### config.mk
export PLATFORM = sky130hd
export DESIGN_NAME = muldiv_sequencer
export DESIGN_NICKNAME = d
export VERILOG_FILES = /design/src/rtl/muldiv_sequencer.sv
export SDC_FILE = /design/constraint.sdc
export NUM_CORES = 1
export LEC_CHECK = 0
export ABC_CLOCK_PERIOD_IN_PS = 3900
export CELL_PAD_IN_SITES_DETAIL_PLACEMENT = 0
export CELL_PAD_IN_SITES_GLOBAL_PLACEMENT = 1
export CORE_ASPECT_RATIO = 1.25
export CORE_UTILIZATION = 43
export CTS_CLUSTER_SIZE = 30
export DETAILED_ROUTE_END_ITERATION = 16
export PLACE_DENSITY_LB_ADDON = 0.1
export REMOVE_ABC_BUFFERS = 1
export SETUP_SLACK_MARGIN = 0.15
export SLEW_MARGIN = 15
export SYNTH_ARGS = -nofsm -noshare
export SYNTH_HDL_FRONTEND = slang
export SYNTH_SLANG_ARGS = --single-unit
### constraint.sdc
create_clock -name clk -period 3.9 [get_ports clk]
set_input_delay 0.78 -clock clk [delete_from_list [all_inputs] [get_ports clk]]
set_output_delay 0.78 -clock clk [all_outputs]
set_load 0.02 [all_outputs]
### src/rtl/muldiv_sequencer.sv
// Iterative multiply/divide unit for the uDLX execute stage: shift-add multiply and
// restoring divide, one bit per cycle, stalling the pipeline while busy.
module muldiv_sequencer #(
  parameter int DATA_WIDTH     = 32,
  parameter int OPCODE_WIDTH   = 6,
  parameter int FUNCTION_WIDTH = 6,
  parameter logic [OPCODE_WIDTH-1:0]   R_TYPE_OPCODE = 6'h00,
  parameter logic [FUNCTION_WIDTH-1:0] MULT_FUNCTION = 6'h18,
  parameter logic [FUNCTION_WIDTH-1:0] DIV_FUNCTION  = 6'h1A
) (
  input  logic                      clk,
  input  logic                      rst_n,
  input  logic                      md_start,
  input  logic [OPCODE_WIDTH-1:0]   md_opcode,
  input  logic [FUNCTION_WIDTH-1:0] md_function,
  input  logic [DATA_WIDTH-1:0]     md_data_in_a,
  input  logic [DATA_WIDTH-1:0]     md_data_in_b,
  input  logic                      md_flush,
  output logic                      md_stall,
  output logic                      md_done,
  output logic [DATA_WIDTH-1:0]     md_data_out,
  output logic                      md_div_by_zero
);

  localparam int CNT_W = (DATA_WIDTH > 1) ? $clog2(DATA_WIDTH) : 1;
  localparam logic [CNT_W-1:0] LAST_COUNT = CNT_W'(DATA_WIDTH - 1);

  typedef enum logic [1:0] {IDLE, MULT, DIV, DONE} state_t;

  state_t state, state_next;
  logic [CNT_W-1:0]      count;
  logic [DATA_WIDTH-1:0] op_a, op_b, acc;
  logic [DATA_WIDTH-1:0] acc_step, a_step, b_step;
  logic [DATA_WIDTH:0]   shifted, diff;
  logic is_mult, is_div, accept, busy, last_iter, div_zero;

  assign is_mult   = (md_opcode == R_TYPE_OPCODE) && (md_function == MULT_FUNCTION);
  assign is_div    = (md_opcode == R_TYPE_OPCODE) && (md_function == DIV_FUNCTION);
  assign accept    = (state == IDLE) && md_start && !md_flush && (is_mult || is_div);
  assign div_zero  = is_div && (md_data_in_b == '0);
  assign busy      = (state == MULT) || (state == DIV);
  assign last_iter = (count == LAST_COUNT);
  assign md_stall  = accept || busy;
  assign md_done   = (state == DONE) && !md_flush;

  always_ff @(posedge clk or negedge rst_n) begin
    if (!rst_n) state <= IDLE;
    else        state <= state_next;
  end

  always_comb begin
    state_next = state;
    case (state)
      IDLE: if (accept) begin
        if (is_mult)       state_next = MULT;
        else if (div_zero) state_next = DONE;
        else               state_next = DIV;
      end
      MULT, DIV: begin
        if (md_flush)       state_next = IDLE;
        else if (last_iter) state_next = DONE;
      end
      default: state_next = IDLE;
    endcase
  end

  // Divide keeps the partial remainder in acc and shifts quotient bits into op_a
  // as dividend bits leave from the top.
  always_comb begin
    shifted  = {acc, op_a[DATA_WIDTH-1]};
    diff     = shifted - {1'b0, op_b};
    acc_step = acc;
    a_step   = op_a;
    b_step   = op_b;
    if (state == MULT) begin
      acc_step = op_b[0] ? acc + op_a : acc;
      a_step   = op_a << 1;
      b_step   = op_b >> 1;
    end else if (state == DIV) begin
      acc_step = diff[DATA_WIDTH] ? shifted[DATA_WIDTH-1:0] : diff[DATA_WIDTH-1:0];
      a_step   = {op_a[DATA_WIDTH-2:0], ~diff[DATA_WIDTH]};
    end
  end

  always_ff @(posedge clk or negedge rst_n) begin
    if (!rst_n) begin
      count          <= '0;
      op_a           <= '0;
      op_b           <= '0;
      acc            <= '0;
      md_data_out    <= '0;
      md_div_by_zero <= 1'b0;
    end else if (accept) begin
      count          <= '0;
      op_a           <= md_data_in_a;
      op_b           <= md_data_in_b;
      acc            <= '0;
      md_div_by_zero <= div_zero;
      if (div_zero) md_data_out <= '1;
    end else if (busy && !md_flush) begin
      count <= count + CNT_W'(1);
      op_a  <= a_step;
      op_b  <= b_step;
      acc   <= acc_step;
      if (last_iter) md_data_out <= (state == MULT) ? acc_step : a_step;
    end
  end

endmodule

* Word-level counts from Yosys, hierarchy flattened *
Cells that the tools add are included.

operators by class
  $add $sub $neg = 3
  reduce and logical (&&, ||, !) cells = 22
  bitwise logic cells = 1
  mux-type cells = 26
  eq/ne operators = 9

operators with widths
  kind                                            count
  2-to-1 mux 32 bit                               18
  subtractor 33 x 32 -> 33 bit                    1
  adder 32 bit                                    1
  zero test 32 bit                                1
  == test 6 x 5 -> 1 bit (second input constant)  2
  2-to-1 mux 5 bit                                2
  logical AND 1 bit                               8
  2-to-1 mux 2 bit                                4
  zero test 6 bit                                 1
  nonzero test 2 bit                              3
  adder 5 x 1 -> 5 bit (second input constant)    1
  == test 5 bit (second input constant)           1
  == test 2 bit (second input constant)           2
  case mux 2 bit (2 select lines)                 1
  AND reduction 2 bit                             2
  logical OR 1 bit                                3
  != test 3 bit (second input constant)           1
  AND reduction 3 bit                             1
  == test 2 x 1 -> 1 bit (second input constant)  1
  zero test 2 bit                                 1
  != test 2 x 1 -> 1 bit (second input constant)  1
  != test 2 bit (second input constant)           1
  OR reduction 2 bit                              1
  zero test 1 bit                                 1
  2 further kinds                                 2

word-level totals
  output and inout bits = 35
  bits of input ports = 80
  logic and storage cells = 68
  bits in registers = 136

* Depth between registers and ports, before layout *
  depth after elaboration = 8
  gate-level depth with buffers = 15
  depth with buffers taken out = 14

* Worst setup path before layout *
Ideal clock, no wire load.

  path kind = register to register
  from = register op_a[31]
  to = register acc[10]
  stages on the path, launching flop included = 15
  path buffers = 0
  required time = 3.764 ns
  arrival time = 3.212 ns
  setup time = 0.136 ns
  clock period less this slack = 3.348 ns
  setup slack = 0.552 ns
  cells stage by stage = dfrtp_1 > inv_1 > ha_1 > fa_1 > nand2b_1 > a21o_1 > a31oi_4 > a41o_2 > a21oi_2 > o31ai_4 > xor2_2 > mux2_1 > and3_1 > o21ai_1 > a21oi_1

between the ends
  longest elaborated chain between the ends = 6

ends and longest elaborated chain
  item                          RTL line  RTL
  from (decl)                   32        logic [DATA_WIDTH-1:0] op_a, op_b, acc;
  from (signal assigned)        95        op_a <= md_data_in_a;
  from (signal assigned)        102       op_a <= a_step;
  subtractor 33 x 32 -> 33 bit  71        diff = shifted - {1'b0, op_b};
  2-to-1 mux 32 bit             80        acc_step = diff[DATA_WIDTH] ? shifted[DATA_WIDTH-1:0] : diff[DATA_WIDTH-1:0];
  2-to-1 mux 32 bit             79        end else if (state == DIV) begin
  2-to-1 mux 32 bit             75        if (state == MULT) begin
  2-to-1 mux 32 bit             100       end else if (busy && !md_flush) begin
  2-to-1 mux 32 bit             93        end else if (accept) begin
  to (signal assigned)          104       acc <= acc_step;
  to (decl)                     32

Every way passes these cells. The select of a mux whose other input is x is not followed.
A chain may end at the register's enable or synchronous reset.

* Worst setup path in the final report *
  from = register op_a[0]
  to = register acc[30]

between the ends
  longest elaborated chain between the ends = 5

ends and longest elaborated chain
  item               RTL line  RTL
  adder 32 bit       76        acc_step = op_b[0] ? acc + op_a : acc;
  2-to-1 mux 32 bit  76
  2-to-1 mux 32 bit  75
  2-to-1 mux 32 bit  100
  2-to-1 mux 32 bit  93

Every way passes these cells. The select of a mux whose other input is x is not followed.

==> impl_metrics.json <==
{
  "cp-end-kind": "flip-flop",
  "finalWirelength_um": 33900,
  "clk_pin_slew_ns": 0.06,
  "finalWorstSetupSlack_ns": 0.283,
  "ys_async_sr_fraction_pct": 100,
  "drive_gt1_share_pct": 7.30,
  "rsz0062_at_grt": "no",
  "ys_types": 69,
  "drv_cap": 0,
  "hold_buffers": 0,
  "cpPeakStageDelay_ns": 0.42,
  "cts_tree": "done",
  "yosys_most_used_dff": "dfrtp_1",
  "crit_type": "reg2reg",
  "crit_chain": "ha_1 -> inv_1 -> fa_1 -> nor2b_1 -> o21a_1 -> o21ai_1 -> a211o_1 -> a21o_1 -> a311oi_2 -> a31oi_2 -> o21ai_1 -> a31oi_1 -> or4_1 -> nand3_1",
  "io_pins": 115,
  "syn-cell-area_mm2": 0.0106,
  "cts_made_buffers": 17,
  "postSynthCellCount": 1341,
  "period_share_pct": 92.8,
  "io_buffers": 114,
  "drv_slew": 0,
  "clk_path_buf_depth": 2,
  "postRouteAntennaNets": 0,
  "syn_to_final_growth_pct": 21.4,
  "placed_cells": 1746,
  "placementRows": 63,
  "tightest_slew_ns": 0.994,
  "die_area_mm2": 0.0253,
  "cts-htree-levels": 4,
  "antenna_cells": 0,
  "leakage_nw": 5.75,
  "grt_max_degree": 93,
  "ys_seq_elements": 136,
  "hold_path_class": "in2async",
  "mostFrequentLayoutCells": "nand2_1, dfrtp_1, o21ai_0",
  "grt_usage_pct": 28.0,
  "core_area_mm2": 0.0240,
  "start_util_pct": 44.2,
  "synth_edf_count": 0,
  "crit_arrival_ns": 3.99,
  "cts.sinks": 136,
  "final_cells": 1778,
  "root_buffer": "clkbuf_16",
  "cp_slowest_cell": "or4_1",
  "fin_tns_setup_ns": 0,
  "die_w_um": 142,
  "nets": 1593,
  "die_y_um": 177,
  "dpl.hpwl_um": 24200,
  "maxSlewHeadroom_pct": 33.8,
  "routed_via_density": 5.76,
  "drc_errors": 0,
  "critPathLaunchType": "flip-flop",
  "cp.required_ns": 4.28,
  "cp_common_cell": "o21ai_1",
  "grt_pass1_wl_um": 53900,
  "place.gp.congestion": 0.892,
  "num_vias": 10200,
  "wl_met3_um": 1750,
  "yosysWarnings": 0,
  "status": "complete, no violations",
  "period_minus_slack_ns": 3.62,
  "dr.pass1.iters": 6,
  "powerDensity_mw_per_mm2": 817,
  "finalHoldViolations": 0,
  "wirelength_met1_um": 15300,
  "setup_viol": 0,
  "antenna_found_initial": 0,
  "fmax_mhz": 276,
  "grt_pass1_vias": 9940,
  "ir_drop_mv": 0.543,
  "top_layer_used": "met4",
  "syn_area_per_cell_um2": 7.90,
  "wl_met2_um": 16000,
  "mostFrequentLayoutCell": "nand2_1",
  "clock_skew_ns": 0.00947,
  "dp_slack_ns": 0.0873,
  "routedWlPerCell_um": 19.1,
  "clk_latency_ns": 0.45,
  "first_iter_violations": 695,
  "cp_max_fo": 5,
  "yosysSeqAreaShare_pct": 32.1,
  "grt.overflow.total": 0
}
## area by class of cell
cell class                      count  area [um^2]
Clock buffer                       22          454
Clock inverter                      9          149
Fill cell                        2385        11100
Inverter                           50          188
Multi-Input combinational cell   1079         6760
Sequential cell                   136         3400
Tap cell                          325          407
Timing Repair Buffer              157         1500
## report_power, final
part / total, mW / switching [mW] / internal, mW / leakage, nW
clock: 1.72 / 0.643 / 1.08 / 0.298
combinational: 6.51 / 3.84 / 2.67 / 3.71
sequential: 2.27 / 0.446 / 1.83 / 1.74
## stage by stage
stage | hold slack (ns) | power (mW) | utilization [%] | instance area (um^2)
3_3_place_gp | 0.459 | 8.62 | 51.0 | 12200
6_report | 0.350 | 10.5 | 53.6 | 12900
2_1_floorplan | 0.484 | 6.88 | - | 10300
3_5_place_dp | 0.470 | 8.67 | 51.0 | 12200
5_1_grt | 0.432 | 11.4 | 53.6 | 12900
4_1_cts | 0.400 | 10.4 | 53.5 | 12800
## metal layers
metal,GRT usage [%],vias to the layer above
li1,-,5049
met2,46.4,298
met4,9.14,0
met3,3.91,45
met5,0,-
met1,37.3,4850
## Yosys cell counts (3+ instances only)
| library cell | instances | area share, % |
|---|---|---|
| a222oi_1 | 4 | 0.38 |
| o21a_1 | 6 | 0.43 |
| buf_1 | 6 | 0.21 |
| nor3b_1 | 3 | 0.21 |
| nand3b_1 | 4 | 0.28 |
| buf_2 | 3 | 0.14 |
| or2_2 | 3 | 0.18 |
| o22a_1 | 3 | 0.25 |
| o21ai_1 | 7 | 0.33 |
| xnor2_1 | 34 | 2.8 |
| a221oi_1 | 14 | 1.2 |
| dfrtp_1 | 136 | 32 |
| nor4_1 | 9 | 0.53 |
| nand2b_1 | 13 | 0.77 |
| o221ai_1 | 6 | 0.50 |
| o2111ai_1 | 3 | 0.25 |
| mux2i_1 | 29 | 2.7 |
| ha_1 | 70 | 8.3 |
| a31oi_1 | 47 | 2.8 |
| o211ai_1 | 8 | 0.57 |
| a211oi_1 | 19 | 1.3 |
| a21oi_1 | 128 | 6.0 |
| nor3_1 | 16 | 0.76 |
| o31ai_1 | 4 | 0.28 |
| and2_1 | 3 | 0.18 |
| mux2_2 | 14 | 1.5 |
| nor2b_1 | 24 | 1.4 |
| nor2_1 | 123 | 4.4 |
| clkbuf_1 | 65 | 2.3 |
| inv_1 | 50 | 1.8 |
| a41oi_1 | 3 | 0.25 |
| and3_1 | 15 | 0.89 |
| and4_1 | 3 | 0.25 |
| nand2_1 | 192 | 6.8 |
| nand3_1 | 14 | 0.66 |
| a21o_1 | 34 | 2.4 |
| nand4_1 | 10 | 0.59 |
| xor2_1 | 23 | 1.9 |
| a22oi_1 | 4 | 0.28 |
| o21ai_0 | 138 | 6.5 |
| o22ai_1 | 11 | 0.65 |
## worst max-delay path, delay by kind of cell, from the launching register on
family / cells / cell delay, ns
buffers and inverters: 1 / 0.07
flip-flops: 1 / 0.40
AND/OR/NAND/NOR: 3 / 0.65
AO/OA/AOI/OAI: 8 / 1.81
adder cells (fa/ha/maj): 2 / 0.62
## logic make-up after synthesis
group | Yosys count | synth area share, %
AOI/OAI and AO/OA | 467 | 27.1
adders and majority gates | 72 | 8.65
muxes | 44 | 4.34
xor gates and xnor gates | 58 | 4.87
DFF | 136 | 32.1
buffers and inverters | 126 | 4.57
and+or+nand+nor | 438 | 18.3
## timing repair
| action | in CTS | in global routing |
|---|---|---|
| gates resized for setup | 1 | 6 |
| setup buffers | 0 | 1 |
| pin swaps | 0 | 2 |
| cloned | 0 | 0 |
| setup endpoints to repair | 1 | 21 |
## final timing paths
path	startpoint	end	slack, ns	depth (start not counted)
max	op_a[0]$_DFFE_PN0P_	acc[30]$_DFFE_PN0P_	0.28	14
min	rst_n	op_a[9]$_DFFE_PN0P_	0.35	1
max reg2reg	op_a[0]$_DFFE_PN0P_	acc[30]$_DFFE_PN0P_	0.28	14
min reg2reg	md_div_by_zero$_DFFE_PN0P_	md_div_by_zero$_DFFE_PN0P_	0.48	1
max in group asynchronous	rst_n	acc[16]$_DFFE_PN0P_	2.73	2
min in group clk	md_div_by_zero$_DFFE_PN0P_	md_div_by_zero$_DFFE_PN0P_	0.48	1
## registers in the layout (all words and copies together), names as in the netlist
signal,cells
acc,32
op_b,32
state,2
op_a,32
md_div_by_zero,1
md_data_out,32
count,5
Power figures use the tool's default switching activity.
